### src/rtl/seg7_counter_display.sv
// seg7_counter_display: up/down hex or BCD counter, stepped by KEY[1] or a tick divider,
// shown on active-low 7-segment displays.
module seg7_counter_display #(
    parameter int DIGITS   = 2,
    parameter int TICK_DIV = 50000000
) (
    input  logic                MAX10_CLK1_50,
    input  logic [1:0]          KEY,
    input  logic [9:0]          SW,
    output logic [7*DIGITS-1:0] HEX,
    output logic [1:0]          LEDR
);
    localparam int TW = $clog2(TICK_DIV);
    logic clk, rst_n;
    logic [1:0] key_sy;
    logic key_prev;
    logic [3:0] sw_m, sw_s;
    logic dec_prev;
    logic [TW-1:0] tcnt;
    logic [DIGITS-1:0][3:0] dig, nxt, ld;
    logic [7*DIGITS-1:0] hex_n, hex_r;
    logic [3:0] lim;
    logic wrp, wrap, tick, step, adv, mode_chg, run, down, dec, load;
    logic unused_sw;
    assign clk = MAX10_CLK1_50;
    assign rst_n = KEY[0];
    assign unused_sw = ^SW[5:4];
    assign {run, down, dec, load} = sw_s;
    // falling edge of the synchronised button; reset clears both flops so a held key never steps
    assign step = key_prev & ~key_sy[1];
    assign tick = run && tcnt == TW'(TICK_DIV - 1);
    assign adv = tick | step;
    assign mode_chg = dec != dec_prev;
    assign lim = dec ? 4'd9 : 4'd15;
    assign HEX = hex_r;
    assign LEDR = {run, wrp};

    function automatic logic [6:0] seg(input logic [3:0] d);
        case (d)
            4'h0: seg = 7'b1000000;
            4'h1: seg = 7'b1111001;
            4'h2: seg = 7'b0100100;
            4'h3: seg = 7'b0110000;
            4'h4: seg = 7'b0011001;
            4'h5: seg = 7'b0010010;
            4'h6: seg = 7'b0000010;
            4'h7: seg = 7'b1111000;
            4'h8: seg = 7'b0000000;
            4'h9: seg = 7'b0010000;
            4'hA: seg = 7'b0001000;
            4'hB: seg = 7'b0000011;
            4'hC: seg = 7'b1000110;
            4'hD: seg = 7'b0100001;
            4'hE: seg = 7'b0000110;
            default: seg = 7'b0001110;
        endcase
    endfunction

    always_comb begin
        ld = '0;
        ld[0] = (dec && SW[3:0] > 4'd9) ? 4'd9 : SW[3:0];
    end

    // digit-serial ripple: the same carry/borrow chain serves hex (limit 15) and BCD (limit 9)
    always_comb begin : ripple
        logic c;
        c = 1'b1;
        nxt = dig;
        for (int i = 0; i < DIGITS; i++) begin
            nxt[i] = !c ? dig[i] : down ? (dig[i] == 4'd0 ? lim : dig[i] - 4'd1)
                                        : (dig[i] >= lim ? 4'd0 : dig[i] + 4'd1);
            c = c & (down ? dig[i] == 4'd0 : dig[i] >= lim);
        end
        wrap = c;
    end

    always_comb begin
        hex_n = '0;
        for (int i = 0; i < DIGITS; i++) hex_n[7*i +: 7] = seg(dig[i]);
    end

    always_ff @(posedge clk or negedge rst_n) begin
        if (!rst_n) begin
            key_sy   <= '0;
            key_prev <= 1'b0;
            sw_m     <= '0;
            sw_s     <= '0;
            dec_prev <= 1'b0;
            tcnt     <= '0;
            dig      <= '0;
            wrp      <= 1'b0;
            hex_r    <= {DIGITS{7'b1000000}};
        end else begin
            key_sy   <= {key_sy[0], KEY[1]};
            key_prev <= key_sy[1];
            sw_m     <= SW[9:6];
            sw_s     <= sw_m;
            dec_prev <= dec;
            tcnt     <= !run ? '0 : tick ? '0 : tcnt + 1'b1;
            if (mode_chg) dig <= '0;
            else if (load) dig <= ld;
            else if (adv) dig <= nxt;
            if (adv && wrap && !mode_chg && !load) wrp <= ~wrp;
            hex_r    <= hex_n;
        end
    end
endmodule

### config.mk
export PLATFORM = sky130hd
export DESIGN_NAME = seg7_counter_display
export DESIGN_NICKNAME = d
export VERILOG_FILES = /design/src/rtl/seg7_counter_display.sv
export SDC_FILE = /design/constraint.sdc
export NUM_CORES = 1
export LEC_CHECK = 0
export CAP_MARGIN = 10
export CORE_MARGIN = 2
export CORE_UTILIZATION = 58
export CTS_CLUSTER_SIZE = 24
export DETAILED_ROUTE_END_ITERATION = 8
export GPL_TIMING_DRIVEN = 0
export PLACE_DENSITY = 0.88
export SETUP_SLACK_MARGIN = 0.05
export SKIP_CTS_REPAIR_TIMING = 1
export SYNTH_ARGS = -nofsm -noshare
export SYNTH_HDL_FRONTEND = slang
export SYNTH_SLANG_ARGS = --single-unit
### constraint.sdc
create_clock -name MAX10_CLK1_50 -period 2.3 [get_ports MAX10_CLK1_50]
set_clock_uncertainty 0.1 [all_clocks]
set_input_delay 0.46 -clock MAX10_CLK1_50 [delete_from_list [all_inputs] [get_ports MAX10_CLK1_50]]
set_output_delay 0.46 -clock MAX10_CLK1_50 [all_outputs]
set_load 0.05 [all_outputs]
# Word level (Yosys, flattened, before mapping)
# Memory sizes are Yosys's and may differ from the RTL's. A register that Yosys moved wholly into a read port is not among the register bits.
# Index checks and enable logic that the tools add are counted.
# Widths: inputs -> output; s select.
# op_classes
addsub,5
magnitude_cmp,3
eq_ne,2
mux,16
bitwise,5
n_reduce_logical,14
# op_table
cell,n
$mux 26,2
$mux 4,8
$add 26x1->26 const B,1
$eq 26x26->1 const B,1
$mux 8,3
$add 4x1->4 const B,2
$ge 4x4->1,2
$logic_not 4->1,2
$sub 4x1->4 const B,2
$reduce_bool 3->1,2
$logic_and 1x1->1,5
$gt 4x4->1 const B,1
$logic_not 1->1,4
$mux 3,1
$and 1x1->1,2
$mux 1,2
$not 1->1,2
$reduce_and 2->1,1
$ne 1x1->1,1
$or 1x1->1,1
# totals
register_bits,47
mem_bits_ro,224
inputBits,13
out_inout_bits,16
wordCells,56
memories,2
# memory_table
name,depth,word_bits,rd,rd_clocked_by_memory_dff,wr,line,source
(name not given),16,7,1,1,0,39,case (d)
(name not given),16,7,1,1,0,39,

# Longest topological paths before layout
# Gate-level depths: netlist of the first run.
# logic_depth
word_depth,8
ltp_mapped,8
depth_no_buf,7

# Worst setup path before layout of the first run
# Ideal clock, no wire load.
# synth_path
path_type,register -> register
start,register tcnt[11]
end,register dig[0] in the netlist's numbering
setup_time_ps,133
t_arrival_ps,1770
t_required_ps,2067
setup_slack_ps,296
stages_incl_launch_ff,7
n_path_buf,1
period_less_slack_ps,2004
cell_sequence,dfrtp_1 > or4_4 > nor4_4 > a32o_2 > buf_6 > mux2i_1 > a22oi_1
# synth_between
elab_chain_len,4
# synth_lines
element,line,source
start: declaration,19,logic [TW-1:0] tcnt;
start signal: assignment,99,tcnt <= !run ? '0 : tick ? '0 : tcnt + 1'b1;
$eq 26x26->1,31,assign tick = run && tcnt == TW'(TICK_DIV - 1);
$logic_and 1x1->1,31,
$or 1x1->1,32,assign adv = tick | step;
$reduce_bool 3->1 (no source line),n/a,
end signal: assignment,101,else if (load) dig <= ld;
end signal: assignment,102,else if (adv) dig <= nxt;
end: declaration,20,"logic [DIGITS-1:0][3:0] dig, nxt, ld;"
# No other way between the ends.
# A chain may end at the register's enable or synchronous reset.

# Worst setup path in the final report of the first run
# layout_path
start,register hex_r[13] (netlist: HEX[13])
end,output HEX[13]
# layout_lines
element,line,source
start: declaration,21,"logic [7*DIGITS-1:0] hex_n, hex_r;"
end: declaration,10,"output logic [7*DIGITS-1:0] HEX,"
# No word-level cell between the ends.

==> qor.csv, run 1 <==
metric;value;unit
status;finished with violations;
failing checks;negative hold slack;
routed via count;2653;
GRT Residual Overflow;0;
first-pass GRT wire length;11830;um
vias per inst;5.818;
total power;2.826;mW
Avg WL per Cell;15.30;um
Min Hold Slack;-0.009386;ns
Routed WL;6977;um
Cells after DPL;440;
post-route DRC violation count;0;
kind of cell adding the most delay to the critical path;buffers and inverters;
commonest non-fill, non-tap cell in the layout;dfrtp_1;
P_int;2.068;mW
Max Slew Vio Count;0;
Layout area overhead;19.01;%
Clk pwr share;0.409;
Switch Pwr;0.7582;mW
Synth Net Count;371;
ys flop type;dfrtp_1;
mapped cell area;3343;um2
Comb pwr share;0.178;
WS Path Type;flip-flop to output port;
layout cell share with drive strength beyond 1;0.1120;
fin crit share;0.9680;
Worst Setup Slack, final;0.07350;ns
HPWL after DPL;4819;um
Final Cell Area;3979;um2
vias in the first global route;2681;
FP Rows;27;
final core occ;0.7182;
Final GP Congestion;0.8200;
First DRT Iteration DRCs;145;
# IOs;29;
Die Width;79.92;um
Slew @ Worst Pin;0.5350;ns
ANT nets after route;0;
number of CTS-inserted buffers;9;
initial core utilization;0.6034;
Die H;79.92;um
initial antenna violation count;0;
clk_lat worst skew;0.34;ns
most frequent cells in the layout;57 x dfrtp_1, 37 x nor2_1, 25 x nand2_1, 24 x clkdlybuf4s50_1, 21 x o21ai_0;
diodes inserted;0;
CP max stage cell;clkdlybuf4s50_1;
Mapped Cells;341;
DP Area;3709;um2
leak pwr;1.669;nW
Highest Clock Rate;0.4491;GHz
warnings from Yosys;0;
grt met3 use;0.06448;
Post-synth EDFFs;0;
post-synthesis register bit count;61;
final hold viol count;20;
register area;1531;um2
Sequential Power Share;0.413;
count of different cell masters after synthesis;54;
Total GRT Usage;0.2353;
type of origin of the critical path;flip-flop;
R2R setup slack;0.12;ns
Final Instance Count excl. Fillers;456;
H-tree levels;3;
post-layout minimum cycle time;2.226;ns
CP max FO;1;
Setup TNS Final;0;ns
largest net degree at the start of global routing;41;
register area share after synthesis;0.4573;
VDD IR max;0.0005664;V
Max Cap Viol;0;
core area;5540;um2
CP Cell Sequence;clkdlybuf4s50_1;
die area;6387;um2
clk sinks;61;
ys async rst share;1.000;
reg2reg end;dig[0];
IO buf count;26;
Worst Reg-to-Reg Cells;6;
Pre-Repair DR Iteration Count;5;
CTS clock-pin slew for the worst setup and hold paths;0.07;ns
CTS tree;done;
met2 usage in global routing;0.4125;
PwrDens;710.3;nW/um2
unrepaired setup endpoints after global routing;no;
DP Worst Slack;0.07693;ns
Setup crit end kind;output port;
met1 global-route usage;0.2739;
CTS max path bufs;2;
clk root buf;clkbuf_8;
CP peak stage delay;0.80;ns
Hold Path Class;input pin to asynchronous set/reset pin;
Mapped Avg Cell Area;9.804;um2
sw frac;0.2683;
Final setup viols;0;
Filler cells;397;
multi-input logic area;1693;um2
relative slew slack;0.6433;
CP Buf/Inv Count;1;
critical path arrival;1.67;ns
final net count;409;
r2r startpoint;tcnt[11];
Required @ worst endpoint;1.74;ns
grt peak-use layer;met2;
-- power by group through the flow --
stage / combinational [mW] / sequential (mW) / clock [mW]
after detailed placement: 0.493 / 1.19 / 0
final: 0.504 / 1.17 / 1.15
after global placement: 0.476 / 1.18 / 0
after global routing: 0.541 / 1.17 / 1.22
after floorplan: 0.239 / 1.27 / 0
after CTS: 0.497 / 1.17 / 1.17
-- worst max path at each step --
stage	from	endpoint	cells past startpoint
floorplan	tcnt[11]	dig[0]	6
global placement	KEY[0]	dig[4]	1
detailed placement	tcnt[0]	tcnt[24]	6
CTS	sw_s[3]	LEDR[1]	2
global route	HEX[13]	HEX[13]	1
finish	HEX[13]	HEX[13]	1
-- metal layers --
metal  wire length [um]  vias to the layer above
met2               3557                       94
met4                123                        0
met1               2890                     1275
li1                   -                     1268
met3                405                       16
met5                  0                        -
-- synth_stat cells (all sizes together), types with 2 or more instances --
library cell,n,share of area
dfrtp,59,0.44
nor2,38,0.043
nand2,26,0.030
o21ai,23,0.034
xnor2,20,0.052
ha,17,0.064
nand3,17,0.025
clkbuf,16,0.018
inv,13,0.015
mux2i,10,0.030
a21oi,9,0.013
nor3,9,0.013
xor2,9,0.024
nand4,6,0.011
buf,5,0.011
nor4,5,0.016
a211oi,4,0.0090
nor2b,4,0.0075
and3,3,0.0056
mux2,3,0.010
nand2b,3,0.0056
nor3b,3,0.0067
o2111ai,3,0.0079
o311a,3,0.0090
or3,3,0.0056
a22o,2,0.0052
a22oi,2,0.0045
a32o,2,0.0064
and2,2,0.0037
and4,2,0.0052
dfstp,2,0.016
nor4b,2,0.0052
o211ai,2,0.0045
or3b,2,0.0052
-- final cells by class --
type / count / share of cell area
clock inverters: 4 / 0.02390
well taps: 72 / 0.02264
inverters: 13 / 0.01226
flip-flops and latches: 61 / 0.3849
multi-input cells: 246 / 0.4255
repair buffers: 27 / 0.06981
plain buffers: 21 / 0.02453
clock buffers: 12 / 0.03648
-- kinds of logic (layout without fill, tap and decap cells) --
logic type                 Yosys count  after routing  share of synthesized area
AOI/OAI and AO/OA                   56             56                     0.1089
DFF                                 61             61                     0.4573
muxes                               14             14                    0.04678
and+or+nand+nor                    130            130                     0.2036
adders and majority gates           17             17                    0.06362
xor gates and xnor gates            29             29                    0.07597
buffers and inverters               34             77                    0.04378
-- state kept, by name, summed over array words and instances, names as in the netlist --
signal and count:
wrp 1, dec_prev 1, sw_s 4, dig 8, HEX 14, key_prev 1
key_sy 2, tcnt 26, sw_m 4
No activity file was read; power rests on OpenSTA's default activity.
==> inputs of run 2 (changes only) <==
Settings changed: CELL_PAD_IN_SITES_DETAIL_PLACEMENT from default to 2, CELL_PAD_IN_SITES_GLOBAL_PLACEMENT from default to 2, CORE_UTILIZATION 58 to 37, PLACE_DENSITY 0.88 to 0.87.
==> run 2 against run 1 <==
Compared with the run above:
- the flow now finishes without violations
- die area increased by 54%
- setup slack improved by 0.0071 ns
- register-to-register slack barely moved
- cell count up 9.0%
- maximum frequency is 0.32% higher
- power increased by 3.5%
- non-clock buffer count up 5
- largest power group is now clock
==> qor.csv, run 2 (synthesis results as in run 1) <==
metric;value;unit;change
status;finished clean;;
number of CTS-inserted buffers;9;;unchanged
initial core utilization;0.3834;;-0.2201
vias in the first global route;3150;;+17%
initial antenna violation count;0;;unchanged
relative slew slack;0.5243;;-0.1190
Pre-Repair DR Iteration Count;4;;-1
type of origin of the critical path;flip-flop;;
HPWL after DPL;6693;um;+39%
Final setup viols;0;;unchanged
Layout area overhead;22.87;%;
# IOs;29;;unchanged
kind of cell adding the most delay to the critical path;buffers and inverters;;
DP Worst Slack;-0.09693;ns;-0.1739 ns
CTS clock-pin slew for the worst setup and hold paths;0.08;ns;about the same
Avg WL per Cell;20.08;um;+31%
CTS max path bufs;2;;unchanged
post-layout minimum cycle time;2.219;ns;-0.007098 ns
post-route DRC violation count;0;;unchanged
core area;8721;um2;+57%
vias per inst;5.549;;-4.6%
FP Rows;34;;+26%
Die Width;99.06;um;+24%
max reg flops;26;;unchanged
Setup crit end kind;output port;;
final hold viol count;0;;-100%
CTS tree;done;;
clk root buf;clkbuf_8;;
clk sinks;61;;unchanged
routed via count;2758;;+4.0%
final net count;414;;+1.2%
layout cell share with drive strength beyond 1;0.1568;;+0.04483
Hold Path Class;input pin to asynchronous set/reset pin;;
first-pass GRT wire length;16220;um;+37%
WS Path Type;flip-flop to output port;;
unrepaired setup endpoints after global routing;yes;;
CP max FO;2;;+1
First DRT Iteration DRCs;42;;-71%
DP Area;3754;um2;+1.2%
Most flops, register;tcnt;;
clk_lat worst skew;0.37;ns;+0.03 ns
Final Cell Area;4108;um2;+3.2%
Total GRT Usage;0.2121;;-0.02322
Final GP Congestion;0.7878;;-3.9%
Slew @ Worst Pin;0.7135;ns;+0.1785 ns
H-tree levels;3;;unchanged
leak pwr;1.701;nW;+1.9%
CP max stage cell;clkdlybuf4s50_1;;
CP Buf/Inv Count;2;;+1
die area;9812;um2;+54%
critical path arrival;1.66;ns;about the same
Worst Setup Slack, final;0.08060;ns;+0.007098 ns
GRT Residual Overflow;0;;unchanged
IO buf count;26;;unchanged
CP peak stage delay;0.79;ns;about the same
Routed WL;9978;um;+43%
CP Cell Sequence;buf_4 > clkdlybuf4s50_1;;
fin crit share;0.9650;;-0.003086
Required @ worst endpoint;1.74;ns;about the same
Highest Clock Rate;0.4506;GHz;+0.32%
most frequent cells in the layout;55 x dfrtp_1, 37 x nor2_1, 24 x nand2_1, 22 x clkdlybuf4s50_1, 21 x o21ai_0;;
Max Slew Vio Count;0;;unchanged
diodes inserted;0;;unchanged
VDD IR max;0.0002837;V;-50%
ANT nets after route;0;;unchanged
Die H;99.06;um;+24%
commonest non-fill, non-tap cell in the layout;dfrtp_1;;
Max Cap Viol;0;;unchanged
largest net degree at the start of global routing;34;;-17%
PwrDens;712.3;nW/um2;+0.29%
## run 2: changes by cell type in the layout (fill, tap and decap cells not counted), sizes merged
cell,delta
buf,+4
clkdlybuf4s50,-2
dlymetal6s2s,+2
clkinvlp,+2
clkbuf,-2
inv,+1
## run 2: power breakdown
group	switching [mW]	total (mW)	internal, mW
Sequential	0.0390	1.17	1.13
Combinational	0.345	0.537	0.192
Clock	0.495	1.22	0.725
## run 2: stage by stage
stage	std cells	hold WS, ns	utilization	setup TNS (ns)	power, mW
detailed placement	476	0.2373	0.4304	-0.2935	1.708
CTS	492	0.05689	0.4587	-0.6404	2.928
finish	497	0.03856	0.4710	0	2.926
global route	497	0.08545	0.4710	0	3.021
global placement	475	0.2352	0.4287	-80.30	1.678
floorplan	341	0.06441	-	0	1.510
## run 2: layout make-up
cell class / count / area, um2
clock inverter: 7 / 122.6
buffer: 21 / 103.9
clock buffer: 9 / 123.9
sequential: 61 / 1534
multi-input combinational: 246 / 1719
fill: 922 / 4613
timing repair buffer: 32 / 320.3
inverter: 13 / 48.80
tap: 108 / 135.1
## run 2: worst paths after layout
check | start | to | slack [ns] | cells past startpoint
min reg2reg | sw_m[2] | sw_s[2] | 0.25 | 0
max reg2reg | tcnt[11] | dig[0] | 0.12 | 6
max in group asynchronous | KEY[0] | HEX[13] | 1.36 | 2
max | wrp | LEDR[0] | 0.08 | 2
min in group MAX10_CLK1_50 | sw_m[2] | sw_s[2] | 0.25 | 0
min | KEY[0] | tcnt[6] | 0.04 | 1
## run 2: routing by layer
layer  vias to the layer above  wire, um  GRT usage
met4                         0       212    0.08430
met1                      1430      4197     0.2457
met2                        34      5362     0.3820
met5                         -         0          0
li1                       1273         -          -
met3                        21       205    0.04255
## run 2: worst register-to-register path, delay by kind of cell (launching register included)
| family | cells | cell delay [ns] |
|---|---|---|
| simple gates | 2 | 0.86 |
| flops | 1 | 0.41 |
| compound gates | 2 | 0.34 |
| mux | 1 | 0.22 |
| buf+inv | 1 | 0.14 |
==> inputs of run 3 (changes only) <==
Settings changed: SLEW_MARGIN from default to 20.
==> run 3 against run 2 <==
Compared with the run above:
- the run now ends with negative setup slack left
- sequential share of layout area barely moved
- non-clock buffer count rose by 3
- worst hold slack improved by 0.21 ns
==> qor.csv, run 3 (synthesis results as in run 1) <==
metric;value;unit;change
status;finished with violations;;
failing checks;negative setup slack;;
CTS max path bufs;2;;unchanged
CP Depth;6;;+4
Final setup viols;1;;+1
CTS tree;done;;
initial antenna violation count;0;;unchanged
relative slew slack;0.6232;;+0.09884
Most flops, register;tcnt;;
Routed WL;10280;um;+3.0%
GRT Residual Overflow;0;;unchanged
diodes inserted;0;;unchanged
Pre-Repair DR Iteration Count;4;;unchanged
commonest non-fill, non-tap cell in the layout;dfrtp_1;;
CP Buf/Inv Count;0;;-2
final core occ;0.4712;;about the same
Worst Setup Slack, final;-0.001947;ns;-0.08255 ns
CTS clock-pin slew for the worst setup and hold paths;0.08;ns;about the same
routed via count;2830;;+2.6%
VDD IR max;0.0003095;V;+9.1%
Worst Reg-to-Reg Cells;6;;unchanged
Hold Path Depth;0;;
vias per inst;5.660;;+2.0%
largest net degree at the start of global routing;50;;+47%
CP Cell Sequence;ha_2 > nand4_1 > nor4_4 > nor4b_1 > xnor2_1 > nor2_1;;
core area;8721;um2;unchanged
clk_lat worst skew;0.36;ns;about the same
layout cell share with drive strength beyond 1;0.1582;;+0.001351
Final Cell Area;4109;um2;about the same
post-layout minimum cycle time;2.302;ns;+0.08255 ns
Slew @ Worst Pin;0.5653;ns;-0.1483 ns
Hold Path Class;flip-flop to flip-flop;;
HPWL after DPL;6726;um;+0.49%
Avg WL per Cell;20.55;um;+2.4%
critical path arrival;2.45;ns;+0.79 ns
FP Rows;34;;unchanged
post-route DRC violation count;0;;unchanged
CP max FO;4;;+2
most frequent cells in the layout;56 x dfrtp_1, 37 x nor2_1, 25 x nand2_1, 21 x o21ai_0, 21 x clkdlybuf4s50_1;;
First DRT Iteration DRCs;71;;+69%
Total GRT Usage;0.2167;;+0.004562
fin crit share;1.001;;+0.03589
vias in the first global route;3040;;-3.5%
kind of cell adding the most delay to the critical path;simple AND/OR/NAND/NOR gates;;
max reg flops;26;;unchanged
Layout area overhead;22.90;%;about the same
die area;9812;um2;unchanged
PwrDens;662.4;nW/um2;-7.0%
IO buf count;26;;unchanged
Die Width;99.06;um;unchanged
final net count;417;;+0.72%
CP max stage cell;nor4b_1;;
Final GP Congestion;0.7878;;unchanged
Required @ worst endpoint;2.45;ns;+0.71 ns
number of CTS-inserted buffers;9;;unchanged
H-tree levels;3;;unchanged
unrepaired setup endpoints after global routing;yes;;
# IOs;29;;unchanged
ANT nets after route;0;;unchanged
clk sinks;61;;unchanged
leak pwr;1.717;nW;+0.95%
Setup crit end kind;flip-flop;;
Highest Clock Rate;0.4344;GHz;-3.6%
type of origin of the critical path;flip-flop;;
CP peak stage delay;0.44;ns;-0.35 ns
Max Cap Viol;0;;unchanged
DP Area;3764;um2;+0.27%
initial core utilization;0.3834;;unchanged
Die H;99.06;um;unchanged
Max Slew Vio Count;0;;unchanged
final hold viol count;0;;unchanged
Min Hold Slack;0.2518;ns;+0.2133 ns
clk root buf;clkbuf_8;;
WS Path Type;flip-flop to flip-flop;;
first-pass GRT wire length;16420;um;+1.2%
==> run 3: area by class of cell <==
class	instances	area (um2)
Inverter	13	52.55
Tap cell	108	135.1
Multi-Input combinational cell	246	1725
Timing Repair Buffer	35	357.8
Sequential cell	61	1533
Buffer	21	105.1
Fill cell	914	4612
Clock inverter	6	62.56
Clock buffer	10	137.6
==> run 3: routing by layer <==
| layer | wire length (um) | vias up | track usage |
|---|---|---|---|
| li1 | - | 1278 | - |
| met2 | 5370 | 36 | 0.3799 |
| met5 | 0 | - | 0 |
| met3 | 164 | 19 | 0.03262 |
| met4 | 246 | 0 | 0.09062 |
| met1 | 4496 | 1497 | 0.2648 |
==> run 3: worst paths after layout <==
kind	startpoint	end	slack (ns)
hold reg to reg	sw_m[2]	sw_s[2]	0.25
hold / removal	sw_m[2]	sw_s[2]	0.25
setup reg to reg	tcnt[0]	tcnt[24]	-0.002
min in group asynchronous	KEY[0]	tcnt[5]	0.39
setup / recovery	tcnt[0]	tcnt[24]	-0.002
max in group asynchronous	KEY[0]	HEX[13]	1.14
==> run 3: per-stage QoR <==
| step | std cells | setup WS (ns) | power (mW) | setup TNS, ns |
|---|---|---|---|---|
| after CTS | 492 | -0.2223 | 2.715 | -1.124 |
| after floorplan | 341 | 0.2965 | 1.510 | 0 |
| after global routing | 500 | -0.1243 | 2.835 | -0.1708 |
| final | 500 | -0.001947 | 2.722 | -0.001947 |
| after global placement | 475 | -1.344 | 1.678 | -80.30 |
| after detailed placement | 476 | -0.09770 | 1.715 | -0.3900 |
==> run 3: worst reg2reg max path, cell delays in order, from the launching register on <==
cell and delay (ns):
dfrtp_1 0.42, ha_2 0.25, nand4_1 0.27, nor4_4 0.43, nor4b_1 0.44, xnor2_1 0.20
nor2_1 0.08
==> run 3: power by group <==
group	internal, mW	leakage, nW	switching (mW)
registers	1.13	0.798	0.0416
logic	0.203	0.825	0.353
clock network	0.525	0.0943	0.468
